$ cat config.mk
export PLATFORM = sky130hd
export DESIGN_NAME = free_list
export DESIGN_NICKNAME = d
export VERILOG_FILES = /design/src/rtl/free_list.sv
export SDC_FILE = /design/constraint.sdc
export NUM_CORES = 2
export LEC_CHECK = 0
export CORE_ASPECT_RATIO = 0.8
export CORE_UTILIZATION = 32
export DETAILED_ROUTE_END_ITERATION = 16
export GPL_TIMING_DRIVEN = 0
export PLACE_DENSITY = 0.43
export REMOVE_ABC_BUFFERS = 1
export SETUP_SLACK_MARGIN = 0.2
export SLEW_MARGIN = 40
export SYNTH_ARGS = -nofsm -noshare
export SYNTH_HDL_FRONTEND = slang
export SYNTH_SLANG_ARGS = --single-unit
$ cat constraint.sdc
create_clock -name clk -period 11.4 [get_ports clk]
set_input_delay 2.28 -clock clk [delete_from_list [all_inputs] [get_ports clk]]
set_output_delay 2.28 -clock clk [all_outputs]
set_load 0.02 [all_outputs]
$ cat src/rtl/free_list.sv
// Physical-register free list for a 4-wide rename stage.
// 64-entry circular buffer of PR numbers with head (allocate), tail (release)
// and arch_head (commit) pointers. Flush rolls head back to the committed point.
// Optional consistency checking is enabled with the FREE_LIST_CHECK_EN macro.
module free_list #(
    parameter int unsigned PR_NUM   = 65,
    parameter int unsigned ARCH_NUM = 32
) (
    input  logic       clk,
    input  logic       rst_n,
    input  logic       flush_stage4,
    input  logic       inst0_dest_req,
    input  logic       inst1_dest_req,
    input  logic       inst2_dest_req,
    input  logic       inst3_dest_req,
    input  logic       alloc_valid,
    output logic       alloc_ready,
    output logic [6:0] inst0_dest_PR,
    output logic [6:0] inst1_dest_PR,
    output logic [6:0] inst2_dest_PR,
    output logic [6:0] inst3_dest_PR,
    input  logic       rel0_en,
    input  logic       rel1_en,
    input  logic       rel2_en,
    input  logic       rel3_en,
    input  logic [6:0] rel0_PR,
    input  logic [6:0] rel1_PR,
    input  logic [6:0] rel2_PR,
    input  logic [6:0] rel3_PR,
    input  logic [2:0] cmt_alloc_num,
    output logic [6:0] free_cnt,
    output logic       fl_err
);

    localparam int unsigned Depth     = 64;
    localparam int unsigned ResetFree = PR_NUM - ARCH_NUM;

    logic [6:0] mem_q [Depth];
    logic [6:0] mem_d [Depth];
    logic [6:0] head_q, head_d;
    logic [6:0] tail_q, tail_d;
    logic [6:0] arch_q, arch_d;

    logic [3:0] req;
    logic [3:0] rel;
    logic [6:0] rel_pr [4];
    logic [6:0] dest   [4];
    logic [2:0] n_req;
    logic [2:0] n_rel;
    logic       alloc_fire;

    assign req    = {inst3_dest_req, inst2_dest_req, inst1_dest_req, inst0_dest_req};
    assign rel    = {rel3_en, rel2_en, rel1_en, rel0_en};
    assign rel_pr = '{rel0_PR, rel1_PR, rel2_PR, rel3_PR};

    assign free_cnt      = tail_q - head_q;
    assign inst0_dest_PR = dest[0];
    assign inst1_dest_PR = dest[1];
    assign inst2_dest_PR = dest[2];
    assign inst3_dest_PR = dest[3];

    // Compacted read-out: slot i takes the entry after all lower requesting slots.
    always_comb begin
        n_req = '0;
        for (int i = 0; i < 4; i++) begin
            dest[i] = mem_q[head_q[5:0] + 6'(n_req)];
            if (req[i]) n_req = n_req + 3'd1;
        end
    end

    // Compacted write of released PRs starting at tail.
    always_comb begin
        mem_d = mem_q;
        n_rel = '0;
        for (int i = 0; i < 4; i++) begin
            if (rel[i]) begin
                mem_d[tail_q[5:0] + 6'(n_rel)] = rel_pr[i];
                n_rel = n_rel + 3'd1;
            end
        end
    end

    // Pointer next-state; flush wins over allocation and restores the committed point.
    always_comb begin
        alloc_ready = (free_cnt >= {4'b0, n_req});
        alloc_fire  = alloc_valid & alloc_ready & ~flush_stage4;
        arch_d      = arch_q + {4'b0, cmt_alloc_num};
        tail_d      = tail_q + {4'b0, n_rel};
        head_d      = head_q;
        if (flush_stage4) begin
            head_d = arch_d;
        end else if (alloc_fire) begin
            head_d = head_q + {4'b0, n_req};
        end
    end

    // State registers; reset preloads the non-architectural PRs into the list.
    always_ff @(posedge clk or negedge rst_n) begin
        if (!rst_n) begin
            head_q <= '0;
            arch_q <= '0;
            tail_q <= 7'(ResetFree);
            for (int k = 0; k < Depth; k++) begin
                mem_q[k] <= (k < int'(ResetFree)) ? 7'(ARCH_NUM + k) : 7'd0;
            end
        end else begin
            head_q <= head_d;
            arch_q <= arch_d;
            tail_q <= tail_d;
            mem_q  <= mem_d;
        end
    end

`ifdef FREE_LIST_CHECK_EN
    logic       err_q, err_d;
    logic [6:0] inflight;

    // Sticky flag: list overfill, or committing more than has been allocated.
    always_comb begin
        inflight = head_q - arch_q;
        err_d    = err_q
                 | (({1'b0, free_cnt} + 8'(n_rel)) > 8'(ResetFree))
                 | ({4'b0, cmt_alloc_num} > inflight);
    end

    // Error flag register.
    always_ff @(posedge clk or negedge rst_n) begin
        if (!rst_n) err_q <= 1'b0;
        else        err_q <= err_d;
    end

    assign fl_err = err_q;
`else
    assign fl_err = 1'b0;
`endif

endmodule

==> reports/metrics.cfg <==
[run_status]
outcome=complete, no violations

[synthesis]
ys_seq_area_frac=0.237
synthFlopType=dfrtp_1
synth_cell_types=109
syn_inst=5782
yosysTopAreaCell=mux4_2
synth_area_leaders=mux4_2, dfrtp_1, mux2i_1
synth_area_sq_um=50000
ys_warn_count=0
synth-edff-count=0
async_reset_ff_frac=1.00
synth_top_area_frac=0.215
ys_seq_elements=469
synth.avg_cell_area_sq_um=8.66

[placement]
place_inst=7448
routabilityCongestion=0.981
dp.final_hpwl_um=214000
portBuffers=78
pre_cts_ws_ns=1.23

[worst_setup_path]
path_delay_family=buffers and inverters
cp.buffers_inverters=5
cp.required_ns=9.12
cp_cell_sequence=clkdlybuf4s50_1, inv_1, ha_1, ha_4, ha_4, buf_12, buf_12, or2_4, nor3_1, nor4_1, a31oi_1, a311oi_2, o32a_1, clkdlybuf4s50_1
max_stage_delay_ns=0.68
crit_path_top_delay_cell=clkdlybuf4s50_1
crit_fanout=28
cp-start-kind=primary input
crit_arrival_ns=8.12
worstSetupPathType=primary input to output pin
r2r_start=tail_q[1]
critPathLaunch=inst0_dest_req
endpoint_kind=output pin

[power_and_ir_drop]
power_density_nw_per_um2=431
ir_drop_mv=0.332
leakagePower_nw=21.4
total_power_mw=24.8

[cts]
clkTransAtPathRegs_ns=0.06
clock_sinks=469
cts_tree=done
htreeDepth=2
clock_path_buffers=3
clock_latency_ns=0.75
cts-root-buf=clkbuf_16
cts_buffers=59
cts_resized=0
postCtsHoldBufs=0
postCtsSetupBuffers=0

[timing]
min_period_over_period=0.912
min_period_ns=10.40
layout_setup_ws_ns=1.00
skew_ns=0.0422
slew_headroom=0.345
fmax_mhz=96.2
tightest_slew_ns=0.983
finalMaxSlewViolations=0
rsz0062_at_grt=no
fin_hold_ws_ns=0.494
setup_violations=0
finalHoldViolations=0

[final_layout]
fin_nets=5568
final_core_util=0.371
syn2layout_area_growth_pct=15.0
fillers=15500
final_cells=7567
drive_gt1_frac=0.220

[floorplanning]
rows=129
die-area_sq_um=158000
ios=80
initial_core_util=0.323
die-width_um=444
die_y_um=356
core_area_sq_um=155000

[routing]
drt_pre_antenna_iters=10
drc=0
routed_wl_um=312000
wl_per_cell_um=41.3
drt_iter0_drc=9036
viasPerCell=7.21
antenna_left=0
vias=54600

[grt]
grt.overflow.total=0
grt_antenna_before_repair=14
grt_max_degree=65
grt_pass1_wl_um=425000
grt_pass1_vias=49400
grtUsageTotal=0.384

[worst_hold_path]
holdCritStartpoint=arch_q[0]
min_path_type=register to register

[run]
cap_violations=0

routing by layer:
metal  wire (um)  track usage
met1      122000        0.513
met2      122000        0.511
met3       48700        0.172
met4       19400        0.199
met5         675       0.0186
cells by family (layout without fill, tap and decap cells):
kind of cell	count (synthesis)	after routing	share of synthesized area
mux	847	847	0.290
buf+inv	739	484	0.0632
simple gates	2189	2189	0.194
xor+xnor	41	41	0.00815
flops	469	469	0.237
compound gates	1450	1450	0.195
fa+ha+maj	46	46	0.0124
other cells	1	11	0.0000749
report_power, final:
group	internal, mW	switching (mW)	leakage (nW)
Combinational	7.50	10.4	14.9
Sequential	2.69	2.06	5.47
Clock	1.19	0.930	0.992
state kept, by name, summed over array words and instances, names as in the netlist:
signal  count
mem_q     448
tail_q      7
head_q      7
arch_q      7
path summary, 6_finish.rpt:
check,cells after the start,slack (ns),end
max in group asynchronous,4,8.24,mem_q[372]
setup / recovery,14,1.00,inst2_dest_PR[3]
setup reg to reg,13,6.90,mem_q[219]
hold reg to reg,1,0.49,arch_q[0]
min in group asynchronous,1,1.51,mem_q[48]
hold / removal,1,0.49,arch_q[0]
layout make-up:
type | count | area [sq um] | share of cell area
Multi-Input combinational cell | 4574 | 35800 | 0.623
Sequential cell | 469 | 11900 | 0.207
Timing Repair Buffer | 343 | 5080 | 0.0883
Tap cell | 2030 | 2540 | 0.0441
Clock buffer | 83 | 1670 | 0.0290
Clock inverter | 25 | 335 | 0.00583
Inverter | 33 | 130 | 0.00226
Antenna cell | 10 | 25.0 | 0.000435
cells in the mapped netlist (all sizes together) (6+ instances only):
| cell | number |
|---|---|
| xnor2 | 28 |
| nor2b | 17 |
| o211ai | 280 |
| buf | 259 |
| nor2 | 658 |
| ha | 39 |
| dfstp | 115 |
| clkbuf | 447 |
| a22oi | 16 |
| a2111oi | 9 |
| nand2b | 19 |
| mux4 | 477 |
| or3 | 9 |
| xor2 | 13 |
| a221o | 10 |
| fa | 6 |
| mux2i | 325 |
| a32oi | 12 |
| a311oi | 6 |
| o221ai | 60 |
| dfrtp | 354 |
| o22ai | 36 |
| inv | 32 |
| a21o | 7 |
| nor4 | 12 |
| nand2 | 696 |
| a41oi | 8 |
| and3 | 17 |
| o2111ai | 11 |
| o32ai | 7 |
| a221oi | 121 |
| o21ai | 107 |
| and2 | 54 |
| a22o | 7 |
| or2 | 6 |
| mux2 | 45 |
| nand3 | 623 |
| a21oi | 415 |
| a211oi | 10 |
| a31oi | 275 |
| nor3 | 55 |
| o311ai | 9 |
cell usage in the layout, fill, tap and decap left out, types with 45 or more instances in the layout:
cell	count
a21oi_1	410
a221oi_1	120
a31oi_1	272
buf_12	45
buf_16	62
buf_4	78
buf_8	60
clkbuf_16	59
clkdlybuf4s50_1	49
dfrtp_1	346
dfstp_2	115
mux2i_1	323
mux4_2	477
nand2_1	684
nand3_1	616
nor2_1	620
o211ai_1	280
o21ai_0	104
o221ai_1	49
stage by stage:
stage	area, sq um	TNS [ns]
2_1_floorplan	47000	-45.60
5_1_grt	57500	0
3_3_place_gp	50300	-7626.21
6_report	57500	0
4_1_cts	57500	0
3_5_place_dp	55500	0
(Power assumes the default switching activity.)
